File: src/rtl/seg_scan_ctrl_pkg.sv
// rtl/seg_scan_ctrl_pkg.sv - shared constants, glyph table and scan state encoding
package seg_scan_ctrl_pkg;

  localparam int NUM_DIGITS = 4;

  // Segment bus is active-low with segment a in the MSB down to g in the LSB
  localparam int SEG_A_BIT = 6;
  localparam int SEG_G_BIT = 0;
  localparam int SEG_WIDTH = SEG_A_BIT - SEG_G_BIT + 1;

  localparam logic [SEG_WIDTH-1:0]  SEG_BLANK = '1;
  localparam logic [NUM_DIGITS-1:0] AN_OFF    = '1;

  typedef enum logic {
    ST_GUARD = 1'b0,
    ST_DRIVE = 1'b1
  } scan_state_e;

  // Index 15 (F) first so GLYPH_TABLE[n] yields the glyph for nibble n
  localparam logic [15:0][SEG_WIDTH-1:0] GLYPH_TABLE = {
    7'b0111000, 7'b0110000, 7'b1000010, 7'b0110001,
    7'b1100000, 7'b0001000, 7'b0000100, 7'b0000000,
    7'b0001111, 7'b0100000, 7'b0100100, 7'b1001100,
    7'b0000110, 7'b0010010, 7'b1001111, 7'b0000001
  };

endpackage

File: src/rtl/seg_scan_ctrl_if.sv
// rtl/seg_scan_ctrl_if.sv - display value update handshake (valid/ready)
interface seg_scan_ctrl_if;
  import seg_scan_ctrl_pkg::*;

  logic                      upd_valid;
  logic [4*NUM_DIGITS-1:0]   upd_data;
  logic [NUM_DIGITS-1:0]     upd_dp;
  logic                      upd_ready;

  modport master (output upd_valid, upd_data, upd_dp, input upd_ready);
  modport slave  (input upd_valid, upd_data, upd_dp, output upd_ready);

endinterface

File: src/rtl/seg_hex_glyph.sv
// rtl/seg_hex_glyph.sv - combinational hex nibble to active-low 7-segment glyph
module seg_hex_glyph
  import seg_scan_ctrl_pkg::*;
(
  input  logic [3:0]           nibble,
  output logic [SEG_WIDTH-1:0] glyph
);

  assign glyph = GLYPH_TABLE[nibble];

endmodule

File: src/rtl/seg_scan_ctrl.sv
// rtl/seg_scan_ctrl.sv - 4-digit multiplexed 7-segment scanner with frame-synchronous updates
// Optional SEG_LZ_BLANK_EN: leading-zero digits 3..1 stay dark during DRIVE.
module seg_scan_ctrl
  import seg_scan_ctrl_pkg::*;
#(
  parameter int unsigned CLK_DIV = 100000,
  parameter int unsigned GUARD   = 1000
) (
  input  logic                  clk,
  input  logic                  rst,
  input  logic                  enable,
  seg_scan_ctrl_if.slave        upd,
  output logic [NUM_DIGITS-1:0] an,
  output logic [SEG_WIDTH-1:0]  seg,
  output logic                  dp,
  output logic                  frame_tick
);

  localparam int unsigned DRIVE_LEN = CLK_DIV - GUARD;
  localparam int          CW        = $clog2(CLK_DIV);

  scan_state_e           state, state_nxt;
  logic [CW-1:0]         cnt, cnt_nxt;
  logic [1:0]            idx, idx_nxt;
  logic [15:0]           disp_data, pend_data;
  logic [NUM_DIGITS-1:0] disp_dp, pend_dp;
  logic                  pend_full;
  logic                  xfer, commit, blank_digit;
  logic [3:0]            nibble;
  logic [SEG_WIDTH-1:0]  glyph, seg_nxt;
  logic [NUM_DIGITS-1:0] an_nxt;
  logic                  dp_nxt;

  // The commit cycle (frame_tick high) also keeps ready low for one cycle
  assign upd.upd_ready = ~rst & ~pend_full & ~frame_tick;
  assign xfer          = upd.upd_valid & upd.upd_ready;

  always_ff @(posedge clk) begin
    if (rst) begin
      state <= ST_GUARD;
      cnt   <= '0;
      idx   <= '0;
    end else begin
      state <= state_nxt;
      cnt   <= cnt_nxt;
      idx   <= idx_nxt;
    end
  end

  always_comb begin
    state_nxt = state;
    cnt_nxt   = cnt;
    idx_nxt   = idx;
    if (enable) begin
      if (state == ST_GUARD) begin
        if (cnt == CW'(GUARD - 1)) begin
          state_nxt = ST_DRIVE;
          cnt_nxt   = '0;
        end else begin
          cnt_nxt = cnt + CW'(1);
        end
      end else begin
        if (cnt == CW'(DRIVE_LEN - 1)) begin
          state_nxt = ST_GUARD;
          cnt_nxt   = '0;
          idx_nxt   = idx + 2'd1;
        end else begin
          cnt_nxt = cnt + CW'(1);
        end
      end
    end
  end

  assign commit = enable && (state == ST_DRIVE) && (cnt == CW'(DRIVE_LEN - 1))
                  && (idx == 2'(NUM_DIGITS - 1)) && pend_full;

  always_ff @(posedge clk) begin
    if (rst) begin
      pend_full  <= 1'b0;
      pend_data  <= '0;
      pend_dp    <= '0;
      disp_data  <= '0;
      disp_dp    <= '0;
      frame_tick <= 1'b0;
    end else begin
      frame_tick <= commit;
      if (commit) begin
        disp_data <= pend_data;
        disp_dp   <= pend_dp;
        pend_full <= 1'b0;
      end else if (xfer) begin
        pend_data <= upd.upd_data;
        pend_dp   <= upd.upd_dp;
        pend_full <= 1'b1;
      end
    end
  end

  assign nibble = disp_data[{idx_nxt, 2'b00} +: 4];

  seg_hex_glyph u_glyph (
    .nibble (nibble),
    .glyph  (glyph)
  );

`ifdef SEG_LZ_BLANK_EN
  assign blank_digit = (idx_nxt != 2'd0) && ((disp_data >> {idx_nxt, 2'b00}) == 16'd0);
`else
  assign blank_digit = 1'b0;
`endif

  // Outputs are computed from the next state so they switch on the same edge
  always_comb begin
    an_nxt  = AN_OFF;
    seg_nxt = SEG_BLANK;
    dp_nxt  = 1'b1;
    if (enable && (state_nxt == ST_DRIVE) && !blank_digit) begin
      an_nxt  = ~(NUM_DIGITS'(1) << idx_nxt);
      seg_nxt = glyph;
      dp_nxt  = ~disp_dp[idx_nxt];
    end
  end

  always_ff @(posedge clk) begin
    if (rst) begin
      an  <= AN_OFF;
      seg <= SEG_BLANK;
      dp  <= 1'b1;
    end else begin
      an  <= an_nxt;
      seg <= seg_nxt;
      dp  <= dp_nxt;
    end
  end

endmodule

File: src/flat_wrapper.sv
// flat-port wrapper written by rule: the top's interface ports become plain ports
module seg_scan_ctrl_flat import seg_scan_ctrl_pkg::*;
#(
  parameter int unsigned CLK_DIV = 100000,
  parameter int unsigned GUARD   = 1000
)
  (clk, rst, enable, an, seg, dp, frame_tick, upd_upd_valid, upd_upd_data, upd_upd_dp, upd_upd_ready);
  seg_scan_ctrl_if upd_i ();
  input  logic clk;
  input  logic rst;
  input  logic enable;
  output logic [NUM_DIGITS-1:0] an;
  output logic [SEG_WIDTH-1:0] seg;
  output logic dp;
  output logic frame_tick;
  input wire logic [$bits(upd_i.upd_valid)-1:0] upd_upd_valid;
  input wire logic [$bits(upd_i.upd_data)-1:0] upd_upd_data;
  input wire logic [$bits(upd_i.upd_dp)-1:0] upd_upd_dp;
  output wire logic [$bits(upd_i.upd_ready)-1:0] upd_upd_ready;
  assign upd_i.upd_valid = upd_upd_valid;
  assign upd_i.upd_data = upd_upd_data;
  assign upd_i.upd_dp = upd_upd_dp;
  assign upd_upd_ready = upd_i.upd_ready;
  seg_scan_ctrl #(.CLK_DIV(CLK_DIV), .GUARD(GUARD)) u_core (.clk(clk), .rst(rst), .enable(enable), .upd(upd_i), .an(an), .seg(seg), .dp(dp), .frame_tick(frame_tick));
endmodule
File: config.mk
export PLATFORM = sky130hd
export DESIGN_NAME = seg_scan_ctrl_flat
export DESIGN_NICKNAME = d
export VERILOG_FILES = /design/src/rtl/seg_scan_ctrl_pkg.sv /design/src/rtl/seg_scan_ctrl_if.sv /design/src/rtl/seg_hex_glyph.sv /design/src/rtl/seg_scan_ctrl.sv /design/src/flat_wrapper.sv
export SDC_FILE = /design/constraint.sdc
export NUM_CORES = 1
export LEC_CHECK = 0
export CAP_MARGIN = 20
export CORE_MARGIN = 2
export CORE_UTILIZATION = 50
export CTS_CLUSTER_SIZE = 16
export DETAILED_ROUTE_END_ITERATION = 7
export PLACE_DENSITY = 0.71
export SLEW_MARGIN = 5
export SYNTH_ARGS = -nofsm -noshare
export SYNTH_HDL_FRONTEND = slang
export SYNTH_SLANG_ARGS = --single-unit
File: constraint.sdc
create_clock -name clk -period 2.75 [get_ports clk]
set_input_delay 0.55 -clock clk [delete_from_list [all_inputs] [get_ports clk]]
set_output_delay 0.55 -clock clk [all_outputs]
set_load 0.02 [all_outputs]
==> Yosys cells after proc, flatten, opt, wreduce, memory -nomap -nowiden <==
Memories as Yosys holds them, arrays and structs flattened. A register that Yosys moved wholly into a read port is not among the register bits.
Cells that the tools add are included.
{ "word_totals": {"ff_bits": 67, "rom_bits": 112, "in_bits": 24, "word_cells": 50, "mem_count": 1} }
{ "memory_table": {"columns": ["memory", "depth", "width", "read_ports", "rd_clocked_by_memory_dff", "wr", "line_no", "source"], "rows": [
  ["(no name shown)", 16, 7, 1, 1, 0, "seg_hex_glyph.sv:9", "assign glyph = GLYPH_TABLE[nibble];"]
]} }
{ "op_classes": {"n_addsub": 2, "n_lt_le_gt_ge": 1, "eq_ne": 3, "shifts": 2, "muxes": 12, "n_bitwise": 10, "reduce_logical": 8} }
{ "op_table": {"columns": ["op", "n"], "rows": [
  ["$mux W17", 3],
  ["$add A17 B1 Y17 const B", 1],
  ["$eq A17 B10 Y1 const B", 1],
  ["$eq A17 B17 Y1 const B", 1],
  ["$shiftx A16 B5 Y4", 1],
  ["$mux W2", 3],
  ["$not A1 Y1", 6],
  ["$logic_and A1 B1 Y1", 5],
  ["$mux W1", 5],
  ["$not A4 Y4", 1],
  ["$reduce_or A2 Y1", 2],
  ["$shl A1 B2 Y4 const A", 1],
  ["$and A1 B1 Y1", 3],
  ["$lt A2 B3 Y1 const B", 1],
  ["$add A2 B1 Y2 const B", 1],
  ["$bmux W1 S2", 1],
  ["$eq A2 B2 Y1 const B", 1],
  ["$reduce_and A2 Y1", 1]
]} }

==> Logic depth before layout (Yosys ltp) <==
{ "logic_depth": {"depth_word": 7, "ltp_mapped": 11, "depth_no_buf": 11} }

==> Cells and area by module <==
A second synthesis with hierarchy kept.
{ "hier_totals": {"cells_unflattened": 342, "area_unflattened_um2": 3150.5} }
{ "by_module_without_submodules": {"columns": ["module", "n_inst", "cells_per_inst", "area_per_inst_um2"], "rows": [
  ["seg_scan_ctrl", 1, 310, 2876.5],
  ["seg_hex_glyph", 1, 32, 274.0]
]} }

==> Worst setup path after synthesis <==
No wires, ideal clock.
{ "synth_path": {"path_kind": "register to register", "startpoint": "reg u_core.cnt[0]", "endpoint": "reg u_core.seg[3]", "t_arrival_ns": 2.676, "t_required_ns": 2.581, "slack_ns": -0.095, "stages_incl_launch_ff": 12, "cell_sequence": "dfxtp_1 ha_1 nor4b_4 nand4_4 nor2_4 mux2i_1 o22ai_1 nor4_4 inv_1 ha_1 nand3_1 o2111ai_1"} }
{ "synth_between": {"elab_chain_len": 7, "elab_cells_between_ends": 13} }
{ "synth_rtl": {"columns": ["item", "line_no", "source"], "rows": [
  ["start, declared", "seg_scan_ctrl.sv:23", "logic [CW-1:0] cnt, cnt_nxt;"],
  ["start signal, assigned", "seg_scan_ctrl.sv:45", "cnt <= cnt_nxt;"],
  ["parallel branches: the longest is 7 deep, another holds $eq A17 B17 Y1", null, null],
  ["end, declared", "seg_scan_ctrl.sv:14", "output logic [SEG_WIDTH-1:0] seg,"]
]} }
Parallel ways; which one is timed is not known.
A chain may end at the register's enable or synchronous reset.

==> Worst setup path in the final report <==
{ "layout_path": {"startpoint": "reg u_core.cnt[1]", "endpoint": "reg u_core.seg[3]"} }
Same word-level chain as after synthesis.

==> reports/qor.txt <==
Final design utilization: 63.8%
Status: completed
Count of pins on the block boundary: 38
Leakage: 0.00152 µW
Minimum clock period after layout: 2.59 ns
Number of enable flip-flop cells after synthesis: 0
Most frequent standard cell in the layout excluding fill and tap cells: sky130_fd_sc_hd__dfxtp_1
Die Wd: 84.6 µm
Starting density of the core: 51.5%
Flip-flop and latch count after synthesis: 74
TritonCTS clock tree: built
Cell Count Post-Placement: 463
Worst-case clock buffer depth: 2
Violation count after the first detailed-route iteration: 121
Worst setup SP type: flop
Cell Count, Final, Fillers Out: 479
DR WL/cell: 13.8 µm
Netlist area before placement: 3250 µm²
Area used by multi-input combinational logic: 1690 µm²
Post-synth net total: 377
Sum of overflow across all layers after global routing: 0
Rel. slew slack: 54.6%
Reg2Reg Depth: 10
Syn_area_per_cell: 9.42 µm²
Pwr/cell area: 511 nW/µm²
Arrival time at the worst endpoint: 2.81 ns
Prevailing post-synth register cell: sky130_fd_sc_hd__dfxtp_1
Count of buffers from port buffering: 37
CTS Root Cell: sky130_fd_sc_hd__clkbuf_8
Final estimated routing congestion in global placement: 0.915
Total number of yosys warnings: 0
Antenna diodes: 0
Share of the synthesized area in the top cell type: 45.6%
Unique masters post-synth: 56
Vias in the first global route: 2455
Number of buffer and inverter stages on the critical path: 1
Sequential Area: 1480 µm²
Total Die Area: 7160 µm²
Actual transition at the worst max-transition pin: 0.681 ns
Number of vias in the routed layout: 2586
Final setup violating endpoints: 0
Worst Path Class, Setup: reg2reg
Count of unresolved DRC violations after routing: 0
Global-route wire length before repair: 11.3 mm
Element type at the critical path end: flop
Number of rows created at floorplan: 29
Crit path max fanout: 6
Number of buffers created by CTS: 9
Beginning of the worst hold path: u_core.pend_data[6]
CTS sink cnt: 74
Hold-critical path depth: 2
Cell at the slowest stage of the critical path: sky130_fd_sc_hd__and4_2
Residual antenna-violating net count after detailed routing: 0
H-tree lvl count: 3
Maximum operating frequency: 0.386 GHz
Post-synthesis sequential area ratio: 45.6%
Pin count of the biggest net entering global routing: 30
Detailed Place HPWL: 4.84 mm
Worst clock skew: 0.0135 ns
Top library cells by usage in the layout, fill and taps aside: 74 x sky130_fd_sc_hd__dfxtp_1, 59 x sky130_fd_sc_hd__nand2_1, 37 x sky130_fd_sc_hd__clkdlybuf4s50_1
Largest delay share family, worst path: simple AND/OR/NAND/NOR gates
Number of nets in the finished design: 429
Placeable core region: 6310 µm²
# fillers: 554
Antenna violations before repair: 0
CP Depth: 10
Reg2Reg Setup Slack: 0.16 ns
Maximum Capacitance Violations: 0
Count of final max-slew check failures: 0
Ys async rst share: 0%
Critical Path, Cell by Cell: ha_2 -> nor4b_4 -> and4_2 -> nand4_2 -> o22ai_1 -> nor3_2 -> buf_4 -> ha_1 -> mux2i_1 -> o2111ai_1
Die outline height: 84.6 µm
Worst hold path endpoint: u_core.pend_data[6]
Max rail drop VDD: 0.361 mV
Fraction of layout instances using a drive strength above 1: 16.4%
Worst EP required: 2.97 ns
Post-synthesis cell type with the largest combined area: sky130_fd_sc_hd__dfxtp_1
Wire length after detailed routing: 6.62 mm
Latest clock arrival within the worst-skew pair: 0.36 ns
R2r endpoint: u_core.seg[3]
Startpoint of the lowest-slack register-to-register path: u_core.cnt[1]
Setup Buffers After CTS: 0
Dominant cells by area after synthesis: sky130_fd_sc_hd__dfxtp_1 46%, sky130_fd_sc_hd__nand2_1 6.8%, sky130_fd_sc_hd__a22o_1 5.4%, sky130_fd_sc_hd__a21oi_1 3.9%, sky130_fd_sc_hd__nor2_1 3.1%
Vias/cell: 5.40
DR pass1 iterations: 4
P&R area growth vs syn: 24.0%
Final period utilization: 94.3%
Worst hold path class: reg2reg
Biggest cell delay along the critical path: 0.38 ns
Cell count after synthesis: 345
Clock transition time at the flip-flop clock pins of the worst setup and hold paths: 0.09 ns
Final hold violation count: 0
Overall global routing resource usage: 19.7%
==> cells by family (layout without fill, tap and decap cells) <==
logic type                 Yosys count  after routing  share of synthesized area [%]
muxes                               10             10                           3.54
and+or+nand+nor                    140            140                           23.6
buffers and inverters               25             82                           3.81
DFF                                 74             74                           45.6
xor gates and xnor gates            18             18                           4.85
adders and majority gates            8              8                           3.08
AOI/OAI and AO/OA                   70             70                           15.6
==> synthesized netlist by cell type, types with 2 or more instances <==
library cell / count
sky130_fd_sc_hd__nor2_1: 27
sky130_fd_sc_hd__o22ai_1: 4
sky130_fd_sc_hd__o221ai_1: 4
sky130_fd_sc_hd__nor4_1: 4
sky130_fd_sc_hd__nor2b_1: 4
sky130_fd_sc_hd__buf_2: 2
sky130_fd_sc_hd__mux2i_1: 7
sky130_fd_sc_hd__inv_1: 7
sky130_fd_sc_hd__a22o_1: 20
sky130_fd_sc_hd__mux2_2: 2
sky130_fd_sc_hd__nor3_1: 8
sky130_fd_sc_hd__nand2_1: 59
sky130_fd_sc_hd__o211ai_2: 2
sky130_fd_sc_hd__nand4_1: 4
sky130_fd_sc_hd__a21oi_1: 25
sky130_fd_sc_hd__nor4b_4: 2
sky130_fd_sc_hd__xnor2_1: 8
sky130_fd_sc_hd__buf_6: 3
sky130_fd_sc_hd__ha_1: 8
sky130_fd_sc_hd__clkbuf_1: 11
sky130_fd_sc_hd__nand3_1: 12
sky130_fd_sc_hd__o21a_1: 2
sky130_fd_sc_hd__nor3_2: 2
sky130_fd_sc_hd__and3_1: 4
sky130_fd_sc_hd__xor2_1: 10
sky130_fd_sc_hd__dfxtp_1: 74
==> per-layer routing <==
layer	wire (µm)	GRT usage [%]	part of all wire, %
met5	0	0	0
met4	127	7.50	1.9
met3	259	6.29	3.9
met2	3090	32.4	47
met1	3140	24.2	47
==> registers in the layout, indices dropped and copies added (netlist names) <==
name               count
u_core.state           1
u_core.dp              1
u_core.pend_data      16
u_core.cnt            17
u_core.disp_data      16
u_core.seg             7
u_core.disp_dp         4
u_core.idx             2
u_core.frame_tick      1
u_core.pend_full       1
u_core.pend_dp         4
u_core.an              4
==> metrics by stage <==
stage               hold WS (ns)  area (µm²)  setup WS [ns]  total power, µW  setup TNS, ns
floorplan                  0.436        3250         0.0499             1170              0
global placement           0.446        3790        -0.0122             1230        -0.0136
detailed placement         0.449        3790        -0.0801             1230         -0.331
CTS                        0.460        3990         0.0331             2080              0
global route               0.483        4030       -0.00113             2150       -0.00113
finish                     0.458        4030          0.158             2060              0
==> worst reg2reg max path, cell delays in order, from the launching register on <==
cell and delay, ns:
sky130_fd_sc_hd__dfxtp_1 0.34, sky130_fd_sc_hd__ha_2 0.21, sky130_fd_sc_hd__nor4b_4 0.29, sky130_fd_sc_hd__and4_2 0.38, sky130_fd_sc_hd__nand4_2 0.19, sky130_fd_sc_hd__o22ai_1 0.31, sky130_fd_sc_hd__nor3_2 0.11, sky130_fd_sc_hd__buf_4 0.16
sky130_fd_sc_hd__ha_1 0.19, sky130_fd_sc_hd__mux2i_1 0.16, sky130_fd_sc_hd__o2111ai_1 0.13
==> power breakdown <==
group / internal [µW] / switching [µW] / total (µW) / leakage, µW
Sequential: 1090 / 10.1 / 1100 / 0.000599
Clock: 428 / 428 / 856 / 0.000105
Combinational: 55.6 / 49.1 / 105 / 0.000812
Total: 1570 / 487 / 2060 / 0.00152
==> timing repair <==
action,4_1_cts,5_1_grt
setup endpoints to repair,0,7
resized for setup,0,11
hold buffers,0,0
==> worst max path at each step <==
stage	end	slack [ns]	startpoint
6_report	u_core.seg[3]	0.16	u_core.cnt[1]
5_1_grt	u_core.seg[3]	-0.001	u_core.cnt[0]
4_1_cts	u_core.seg[4]	0.03	u_core.cnt[0]
3_5_place_dp	u_core.seg[4]	-0.08	enable
3_3_place_gp	u_core.seg[4]	-0.01	enable
2_1_floorplan	u_core.seg[3]	0.05	u_core.cnt[0]
==> final cells by class <==
cell class,instances,area share [%]
Sequential cell,74,36.8
Tap cell,77,2.39
Timing Repair Buffer,59,13.3
Clock inverter,7,1.93
Multi-Input combinational cell,246,41.9
Clock buffer,9,3.07
Inverter,7,0.652
(Power assumes the default switching activity.)
